**config.mk**
```make
export PLATFORM = sky130hd
export DESIGN_NAME = regfile_scoreboard_flat
export DESIGN_NICKNAME = d
export VERILOG_FILES = /design/src/rtl/regfile_scoreboard_pkg.sv /design/src/rtl/regfile_scoreboard_if.sv /design/src/rtl/sb_counter.sv /design/src/rtl/regfile_scoreboard.sv /design/src/flat_wrapper.sv
export SDC_FILE = /design/constraint.sdc
export NUM_CORES = 2
export LEC_CHECK = 0
export CAP_MARGIN = 20
export CELL_PAD_IN_SITES_DETAIL_PLACEMENT = 1
export CELL_PAD_IN_SITES_GLOBAL_PLACEMENT = 1
export CORE_AREA = 2 2 270 406
export DETAILED_ROUTE_END_ITERATION = 16
export DIE_AREA = 0 0 272 408
export PLACE_DENSITY = 0.85
export SLEW_MARGIN = 25
export SYNTH_ARGS = -nofsm -noshare
export SYNTH_HDL_FRONTEND = slang
export SYNTH_SLANG_ARGS = --single-unit
```
**constraint.sdc**
```tcl
create_clock -name clk -period 7.32 [get_ports clk]
set_input_delay 0.732 -clock clk [delete_from_list [all_inputs] [get_ports clk]]
set_output_delay 0.732 -clock clk [all_outputs]
set_load 0.005 [all_outputs]
```
**src/rtl/regfile_scoreboard_pkg.sv**
```systemverilog
// Shared sizing, types and the operand bypass helper for the register file and its
// pending-write scoreboard.
package regfile_scoreboard_pkg;

  parameter int unsigned XLEN       = 32;
  parameter int unsigned NREG       = 32;
  parameter int unsigned REG_ADDR_W = 5;
  parameter int unsigned CNT_W      = 2;

  typedef logic [XLEN-1:0]       word_t;
  typedef logic [REG_ADDR_W-1:0] reg_addr_t;
  typedef logic [CNT_W-1:0]      cnt_t;

  parameter cnt_t CNT_MAX = '1;

  // x0 reads zero; a same-cycle writeback overrides the stored value.
  function automatic word_t read_operand(input reg_addr_t addr, input logic we,
                                         input reg_addr_t wa, input word_t wd,
                                         input word_t stored);
    if (addr == '0) begin
      return '0;
    end
    if (we && (wa == addr)) begin
      return wd;
    end
    return stored;
  endfunction

endpackage

```
**src/rtl/regfile_scoreboard_if.sv**
```systemverilog
// Writeback, operand-read and issue signals between the pipeline (master) and the
// register file / scoreboard (slave).
interface regfile_scoreboard_if;
  import regfile_scoreboard_pkg::*;

  logic      rf_write_en;
  reg_addr_t rf_write_addr;
  word_t     rf_write_data;
  reg_addr_t rs1_addr;
  reg_addr_t rs2_addr;
  word_t     rs1_data;
  word_t     rs2_data;
  logic      rs1_busy;
  logic      rs2_busy;
  logic      iss_valid;
  logic      iss_regwrite;
  reg_addr_t iss_rd;
  logic      iss_stall;
  logic      sb_error;

  modport master (
    output rf_write_en, rf_write_addr, rf_write_data, rs1_addr, rs2_addr,
           iss_valid, iss_regwrite, iss_rd,
    input  rs1_data, rs2_data, rs1_busy, rs2_busy, iss_stall, sb_error
  );

  modport slave (
    input  rf_write_en, rf_write_addr, rf_write_data, rs1_addr, rs2_addr,
           iss_valid, iss_regwrite, iss_rd,
    output rs1_data, rs2_data, rs1_busy, rs2_busy, iss_stall, sb_error
  );

endinterface

```
**src/rtl/sb_counter.sv**
```systemverilog
// Saturating pending-write counter for one register; err pulses on an increment at
// max or a decrement at zero, and the count then holds.
module sb_counter
  import regfile_scoreboard_pkg::*;
(
  input  logic clk,
  input  logic rst_n,
  input  logic inc,
  input  logic dec,
  output cnt_t count,
  output logic err
);

  cnt_t count_q, count_d;

  always_comb begin
    count_d = count_q;
    err     = 1'b0;
    if (inc && !dec) begin
      if (count_q == CNT_MAX) begin
        err = 1'b1;
      end else begin
        count_d = count_q + cnt_t'(1);
      end
    end else if (dec && !inc) begin
      if (count_q == '0) begin
        err = 1'b1;
      end else begin
        count_d = count_q - cnt_t'(1);
      end
    end
  end

  always_ff @(posedge clk) begin
    if (!rst_n) begin
      count_q <= '0;
    end else begin
      count_q <= count_d;
    end
  end

  assign count = count_q;

endmodule

```
**src/rtl/regfile_scoreboard.sv**
```systemverilog
// Architectural register file with writeback bypass and a per-register scoreboard of
// in-flight writers for RAW hazard detection at decode.
module regfile_scoreboard
  import regfile_scoreboard_pkg::*;
(
  input logic                 clk,
  input logic                 rst_n,
  regfile_scoreboard_if.slave bus
);

  word_t            mem_q [NREG];
  cnt_t             cnt   [NREG];
  logic [NREG-1:1]  inc_hit;
  logic [NREG-1:1]  dec_hit;
  logic [NREG-1:1]  err;
  logic             inc;
  logic             dec;
  logic             sb_error_q;
  logic             rs1_ret;
  logic             rs2_ret;
  logic             rd_ret;

  assign inc = bus.iss_valid & bus.iss_regwrite & (bus.iss_rd != '0);
  assign dec = bus.rf_write_en & (bus.rf_write_addr != '0);

  assign cnt[0] = '0;

  for (genvar r = 1; r < NREG; r++) begin : g_cnt
    assign inc_hit[r] = inc & (bus.iss_rd == reg_addr_t'(r));
    assign dec_hit[r] = dec & (bus.rf_write_addr == reg_addr_t'(r));

    sb_counter u_cnt (
      .clk   (clk),
      .rst_n (rst_n),
      .inc   (inc_hit[r]),
      .dec   (dec_hit[r]),
      .count (cnt[r]),
      .err   (err[r])
    );
  end

  always_ff @(posedge clk) begin
    if (!rst_n) begin
      for (int i = 0; i < NREG; i++) begin
        mem_q[i] <= '0;
      end
      sb_error_q <= 1'b0;
    end else begin
      if (dec) begin
        mem_q[bus.rf_write_addr] <= bus.rf_write_data;
      end
      sb_error_q <= sb_error_q | (|err);
    end
  end

  // A writer retiring this cycle no longer counts: its data arrives via the bypass.
  always_comb begin
    rs1_ret = dec & (bus.rf_write_addr == bus.rs1_addr);
    rs2_ret = dec & (bus.rf_write_addr == bus.rs2_addr);
    rd_ret  = dec & (bus.rf_write_addr == bus.iss_rd);

    bus.rs1_data = read_operand(bus.rs1_addr, bus.rf_write_en, bus.rf_write_addr,
                                bus.rf_write_data, mem_q[bus.rs1_addr]);
    bus.rs2_data = read_operand(bus.rs2_addr, bus.rf_write_en, bus.rf_write_addr,
                                bus.rf_write_data, mem_q[bus.rs2_addr]);

    bus.rs1_busy = (bus.rs1_addr != '0) && (cnt[bus.rs1_addr] > cnt_t'(rs1_ret));
    bus.rs2_busy = (bus.rs2_addr != '0) && (cnt[bus.rs2_addr] > cnt_t'(rs2_ret));

    bus.iss_stall = bus.iss_regwrite && (bus.iss_rd != '0) &&
                    (cnt[bus.iss_rd] == CNT_MAX) && !rd_ret;
  end

  assign bus.sb_error = sb_error_q;

endmodule

```
**src/flat_wrapper.sv**
```systemverilog
// flat-port wrapper written by rule: the top's interface ports become plain ports
module regfile_scoreboard_flat import regfile_scoreboard_pkg::*;
  (clk, rst_n, bus_rf_write_en, bus_rf_write_addr, bus_rf_write_data, bus_rs1_addr, bus_rs2_addr, bus_iss_valid, bus_iss_regwrite, bus_iss_rd, bus_rs1_data, bus_rs2_data, bus_rs1_busy, bus_rs2_busy, bus_iss_stall, bus_sb_error);
  regfile_scoreboard_if bus_i ();
  input logic clk;
  input logic rst_n;
  input wire logic [$bits(bus_i.rf_write_en)-1:0] bus_rf_write_en;
  input wire logic [$bits(bus_i.rf_write_addr)-1:0] bus_rf_write_addr;
  input wire logic [$bits(bus_i.rf_write_data)-1:0] bus_rf_write_data;
  input wire logic [$bits(bus_i.rs1_addr)-1:0] bus_rs1_addr;
  input wire logic [$bits(bus_i.rs2_addr)-1:0] bus_rs2_addr;
  input wire logic [$bits(bus_i.iss_valid)-1:0] bus_iss_valid;
  input wire logic [$bits(bus_i.iss_regwrite)-1:0] bus_iss_regwrite;
  input wire logic [$bits(bus_i.iss_rd)-1:0] bus_iss_rd;
  output wire logic [$bits(bus_i.rs1_data)-1:0] bus_rs1_data;
  output wire logic [$bits(bus_i.rs2_data)-1:0] bus_rs2_data;
  output wire logic [$bits(bus_i.rs1_busy)-1:0] bus_rs1_busy;
  output wire logic [$bits(bus_i.rs2_busy)-1:0] bus_rs2_busy;
  output wire logic [$bits(bus_i.iss_stall)-1:0] bus_iss_stall;
  output wire logic [$bits(bus_i.sb_error)-1:0] bus_sb_error;
  assign bus_i.rf_write_en = bus_rf_write_en;
  assign bus_i.rf_write_addr = bus_rf_write_addr;
  assign bus_i.rf_write_data = bus_rf_write_data;
  assign bus_i.rs1_addr = bus_rs1_addr;
  assign bus_i.rs2_addr = bus_rs2_addr;
  assign bus_i.iss_valid = bus_iss_valid;
  assign bus_i.iss_regwrite = bus_iss_regwrite;
  assign bus_i.iss_rd = bus_iss_rd;
  assign bus_rs1_data = bus_i.rs1_data;
  assign bus_rs2_data = bus_i.rs2_data;
  assign bus_rs1_busy = bus_i.rs1_busy;
  assign bus_rs2_busy = bus_i.rs2_busy;
  assign bus_iss_stall = bus_i.iss_stall;
  assign bus_sb_error = bus_i.sb_error;
  regfile_scoreboard u_core (.clk(clk), .rst_n(rst_n), .bus(bus_i));
endmodule
```
; ---- After elaboration in Yosys (flattened, before gate mapping)
; Memories as Yosys holds them, arrays and structs flattened.
; Index checks and enable logic that the tools add are counted.
[totals]
register_bits = 63
ram_bits = 1024
out_inout_bits = 68
memories = 1
[op_classes]
addsub = 62
magnitude_cmp = 5
n_eq_ne = 159
muxes = 278
bitwise = 72
n_reduce_logical = 233
[mem_list]
columns = memory, depth, word_bits, read_ports, rd_ports_with_merged_regs, wr, line
row1 = u_core.mem_q, 32, 32, 2, 0, 32, regfile_scoreboard.sv:11  ; word_t mem_q [NREG];
[ops]
columns = cell, n
row1 = 32-bit 2-to-1 mux, 9
row2 = 2-bit 2-to-1 mux, 130
row3 = "5-bit equality test, second input constant", 32
row4 = 1-bit 2-to-1 mux, 135
row5 = "2-bit != test, second input constant", 62
row6 = 3-bit AND reduction, 31
row7 = "5-bit by 4-bit equality test with 1-bit output, second input constant", 16
row8 = 1-bit logical AND, 69
row9 = 1-bit bitwise AND, 68
row10 = "2-bit equality test, second input constant", 32
row11 = 1-bit logical NOT, 63
row12 = "2-bit by 1-bit adder with 2-bit output, second input constant", 31
row13 = 2-bit logical NOT, 31
row14 = 2-bit nonzero test, 31
row15 = "2-bit by 1-bit subtractor with 2-bit output, second input constant", 31
row16 = "5-bit by 3-bit equality test with 1-bit output, second input constant", 8
row17 = 32-bit OR reduction, 1
row18 = 31-bit OR reduction, 1
row19 = 2-bit binary-select mux with 5-bit select, 3
row20 = "5-bit by 2-bit equality test with 1-bit output, second input constant", 4
row21 = 5-bit nonzero test, 4
row22 = "6-bit greater-or-equal comparator, second input constant", 3
row23 = 5-bit NOT with 6-bit output, 3
row24 = 5-bit equality test, 3
row25 = other kinds (5), 8

; ---- Longest topological paths before layout
[logic_depth]
ltp_word = 9
mapped_depth = 12
ltp_nobuf = 11

; ---- Cells and area by module
; Synthesis repeated with hierarchy kept, for this count alone.
[hier_totals]
cells_unflattened = 4548
area_unflattened_um2 = 61607.8
[by_module_without_submodules]
columns = module, n_inst, cells_per_inst, area_per_inst_um2, seq_area_each_um2
row1 = regfile_scoreboard, 1, 3959, 56914.6, 30769.5
row2 = sb_counter, 31, 19, 151.4, 40.0

; ---- Worst setup path after synthesis
; Ideal clock, no wire load.
[synth_path]
path_type = in2reg
from = in bus_rf_write_addr[2]
to = mem u_core.mem_q[4][0] (netlist name), enable pin
setup_ns = 0.466
arrival_ns = 3.902
required_ns = 6.854
slack_ns = 2.952
stages = 5
n_path_buf = 1
cell_sequence = clkbuf_1 nor3_1 nor3_2 nand2_1 o21ai_0
[synth_rtl]
columns = element, line
row1 = from (decl), flat_wrapper.sv:8  ; input wire logic [$bits(bus_i.rf_write_addr)-1:0] bus_rf_write_addr;
row2 = to (decl), regfile_scoreboard.sv:11

; ---- Final worst setup path
[layout_path]
from = in bus_rf_write_addr[2]
to = out bus_rs1_data[22]
[layout_between]
elab_chain_len = 6
[layout_lines]
columns = element, line
row1 = 5-bit equality test (*), regfile_scoreboard_pkg.sv:23  ; if (we && (wa == addr)) begin
row2 = 1-bit logical AND (*), regfile_scoreboard_pkg.sv:23
row3 = 1-bit 2-to-1 mux (2 in a row), regfile_scoreboard_pkg.sv:23
row4 = 32-bit 2-to-1 mux (*), regfile_scoreboard_pkg.sv:26  ; return stored;
row5 = 32-bit 2-to-1 mux (*), regfile_scoreboard_pkg.sv:23
row6 = to (decl), flat_wrapper.sv:15  ; output wire logic [$bits(bus_i.rs1_data)-1:0] bus_rs1_data;
; Mark *: on every way between the ends. The rest lies on a longest branch, timed or not. The select of a mux whose other input is x is not followed.

==> impl_metrics.tcl <==
set metrics [dict create \
    cts_root_buffer "clkbuf_16" \
    crit_path_max_fanout 32 \
    status "finished clean" \
    rsz0062_at_grt "false" \
    timing.rr.start "u_core.g_cnt[4].u_cnt.count[0]" \
    die_h_um 408 \
    drcViolationCount 0 \
    synthArstFlopShare_pct 0 \
    syn-cell-area_um2 60900 \
    min_to "u_core.g_cnt[4].u_cnt.count[0]" \
    period_needed_ns 5.50 \
    grtUsageTotal_pct 45.1 \
    start_util_pct 56.6 \
    critical_path_required_ns 6.59 \
    r2r_cells 5 \
    hold_path_startpoint "rst_n" \
    netlist_instances 4475 \
    insertion_delay_ns 0.75 \
    cts_hold_buf 0 \
    grt-ovfl-total 0 \
    grt_pass1_vias 47966 \
    synth_flop_cell "edfxtp_1" \
    holdPathStages 2 \
    hp-class "in2reg" \
    yosysUniqueCellTypes 62 \
    vias 46099 \
    routedWlPerCell_um 42.0 \
    drtIter0Drc 8005 \
    min_period_over_period_pct 75.1 \
    arrival_ns 4.76 \
    worstPathCellList "clkdlybuf4s50_1, xor2_1, nor4_1, nand3_1, nor2_4, buf_4, a22o_1, clkdlybuf4s50_1" \
    post_cts_buffers 0 \
    synth_edf_count 1024 \
    internal-power_uw 10900 \
    dr.pass1.iters 6 \
    gp_congestion 0.943 \
    setup_viol 0 \
    max-slew-margin-rel_pct 11.9 \
    io_pins 125 \
    cts_made_buffers 106 \
    final_area_um2 66900 \
    ctsResizeCount 0 \
    dieArea_um2 111000 \
    syn_area_per_cell_um2 13.6 \
    cts_max_path_buffers 3 \
    reg2reg_to "u_core.bus.sb_error" \
    max_stage_delay_ns 0.91 \
    power.share.switching_pct 26.8 \
    grt_max_degree 108 \
    crit_top_cell "clkdlybuf4s50_1" \
    finalHoldViolCount 0 \
    crit_path_end_kind "output port" \
    tritoncts "yes" \
    nNetsFinal 4547 \
    n_fill_cell 9953 \
    clock_sinks 1087 \
    placed_area_um2 63500 \
    clock_skew_ns 0.00932 \
    worst_slew_pin_slew_ns 1.30 \
    critPathKind "in2out" \
    p_leak_uw 0.0233 \
    grt_pass1_wl_um 351000 \
    seq_area_frac_synth_pct 52.6 \
    comb_power_share_pct 13.4 \
    clockPowerShare_pct 37.0 \
    post_drt_via_cell_ratio 7.74 \
    ff2ff_setup_slack_ns 5.05 \
    ys_ff_latch 1087 \
    cp_slowest_cell "clkdlybuf4s50_1" \
    fin_util_pct 62.2 \
    p_sw_uw 3970 \
    rows 148 \
    power_density_nw_per_um2 222 \
    worst-path-buf-inv 3 \
    ant_nets 0 \
    htree_num_levels 3 \
    report.final.slew_viol_count 0 \
    seqPwrFrac_pct 49.6 \
    syn_to_final_growth_pct 9.89 \
    start_kind "primary input" \
    die_x_um 272 \
    layout-drive-gt1-share_pct 20.5 \
    io_buffers 124 \
    core_area_um2 108000 \
    hpwl_um 149000 \
    antenna_found_initial 30 \
    yosysWarnings 0 \
    clk_pin_slew_worst_paths_ns 0.07 \
    clock.fmax_ghz 0.182 \
    drv_cap 0 \
    peakVddDrop_v 0.000212 \
    setup_tns_ns 0 \
    wl_um 250000 \
    crit_family "buffers and inverters" \
]
## sequential cells by signal, indices dropped and copies added (netlist names)
| register | count |
|---|---|
| u_core.bus.sb_error | 1 |
| u_core.g_cnt.u_cnt.count | 62 |
| u_core.mem_q | 1024 |
## through the flow
stage	worst slack, ns	power [µW]	instances	hold slack, ns
after global placement	1.81	9240	5736	0.546
after global routing	1.86	15000	5949	0.556
after CTS	1.68	14700	5936	0.509
after detailed placement	1.74	9350	5740	0.567
final	1.82	14800	5956	0.543
after floorplan	2.95	8480	4506	0.496
## cells in the mapped netlist (12+ instances only)
| master | count | area [µm²] |
|---|---|---|
| and2_1 | 1006 | 6290 |
| buf_4 | 16 | 120 |
| inv_1 | 73 | 274 |
| nor4b_1 | 31 | 272 |
| mux2i_1 | 151 | 1510 |
| ha_1 | 64 | 801 |
| buf_2 | 110 | 551 |
| o22ai_1 | 155 | 970 |
| nor2_1 | 148 | 556 |
| nand3_1 | 53 | 265 |
| a32o_1 | 47 | 470 |
| o21ai_0 | 113 | 566 |
| edfxtp_1 | 1024 | 30700 |
| a21oi_1 | 77 | 385 |
| a221oi_1 | 22 | 193 |
| mux2_2 | 32 | 360 |
| nor4_1 | 12 | 75.1 |
| buf_6 | 16 | 180 |
| o221ai_1 | 27 | 236 |
| a22o_1 | 26 | 228 |
| nand2_1 | 178 | 668 |
| nor2b_1 | 60 | 375 |
| clkbuf_1 | 295 | 1110 |
| a211oi_1 | 20 | 150 |
| a22oi_1 | 45 | 338 |
| dfxtp_1 | 63 | 1260 |
| mux4_2 | 487 | 11000 |
## worst register-to-register path: cells and delay by family (launching register included)
family	cells	cell delay (ns)
AOI/OAI and AO/OA	1	0.20
and+or+nand+nor	4	1.54
DFF	1	0.43
## cell families (layout without fill, tap and decap cells)
kind of cell	after synthesis	count (layout)	synth area share, %
AO/OA/AOI/OAI	571	571	6.40
XOR/XNOR	14	14	0.201
adder cells (fa/ha/maj)	64	64	1.31
buffers and inverters	527	535	3.87
flip-flops	1087	1087	52.6
multiplexers	670	670	21.1
other	1	49	0.00616
AND/OR/NAND/NOR	1541	1541	14.6
## placed cells by master (no fill, tap or decap), types with 20 or more instances in the layout
cell / n
edfxtp_1: 1024
and2_1: 1006
mux4_2: 487
o22ai_1: 155
mux2i_1: 151
nand2_1: 149
buf_4: 131
nor2_1: 114
o21ai_0: 109
clkbuf_16: 106
clkdlybuf4s50_1: 102
a21oi_1: 77
inv_1: 73
ha_1: 64
dfxtp_1: 63
nor2b_1: 57
nand3_1: 51
a32o_1: 47
a22oi_1: 45
nor2_4: 34
mux2_2: 32
conb_1: 32
nor4b_1: 29
clkbuf_1: 29
o221ai_1: 27
nand2_2: 27
a22o_1: 26
clkinv_1: 24
a221oi_1: 22
a211oi_1: 20
## power groups by stage
stage	sequential (µW)	combinational, µW	clock, µW
2_1_floorplan	7360	1130	0
3_3_place_gp	7390	1850	0
3_5_place_dp	7460	1900	0
4_1_cts	7330	1920	5460
5_1_grt	7370	2010	5680
6_report	7350	1990	5490
## cell type report
cell class                 count  area [µm²]  share of cell area [%]
sequential                  1087       32000                    47.8
multi-input combinational   2892       27100                    40.5
clock buffer                 138        2800                    4.19
timing repair buffer         264        2370                    3.54
tap                         1425        1780                    2.66
clock inverter                58         523                   0.781
inverter                      75         284                   0.424
antenna                       17        42.5                  0.0636
## how the worst max path moves through the flow
stage                    startpoint                 end  slack (ns)  cells past startpoint
2_1_floorplan  bus_rf_write_addr[2]  u_core.mem_q[4][0]        2.95                      5
3_3_place_gp        bus_rs2_addr[2]        bus_rs2_busy        1.81                     10
3_5_place_dp        bus_rs2_addr[2]        bus_rs2_busy        1.74                     10
4_1_cts             bus_rs2_addr[2]        bus_rs2_busy        1.68                     10
5_1_grt        bus_rf_write_addr[2]    bus_rs1_data[22]        1.86                      8
6_report       bus_rf_write_addr[2]    bus_rs1_data[22]        1.82                      8
## metal layers
layer	track usage (%)	vias up	share of wire [%]
met5	0	-	0.034
met2	69.5	4629	46
met3	15.4	1487	14
met1	50.4	23022	30
met4	37.9	16	10
li1	-	16945	-
No activity file was read; power rests on OpenSTA's default activity.
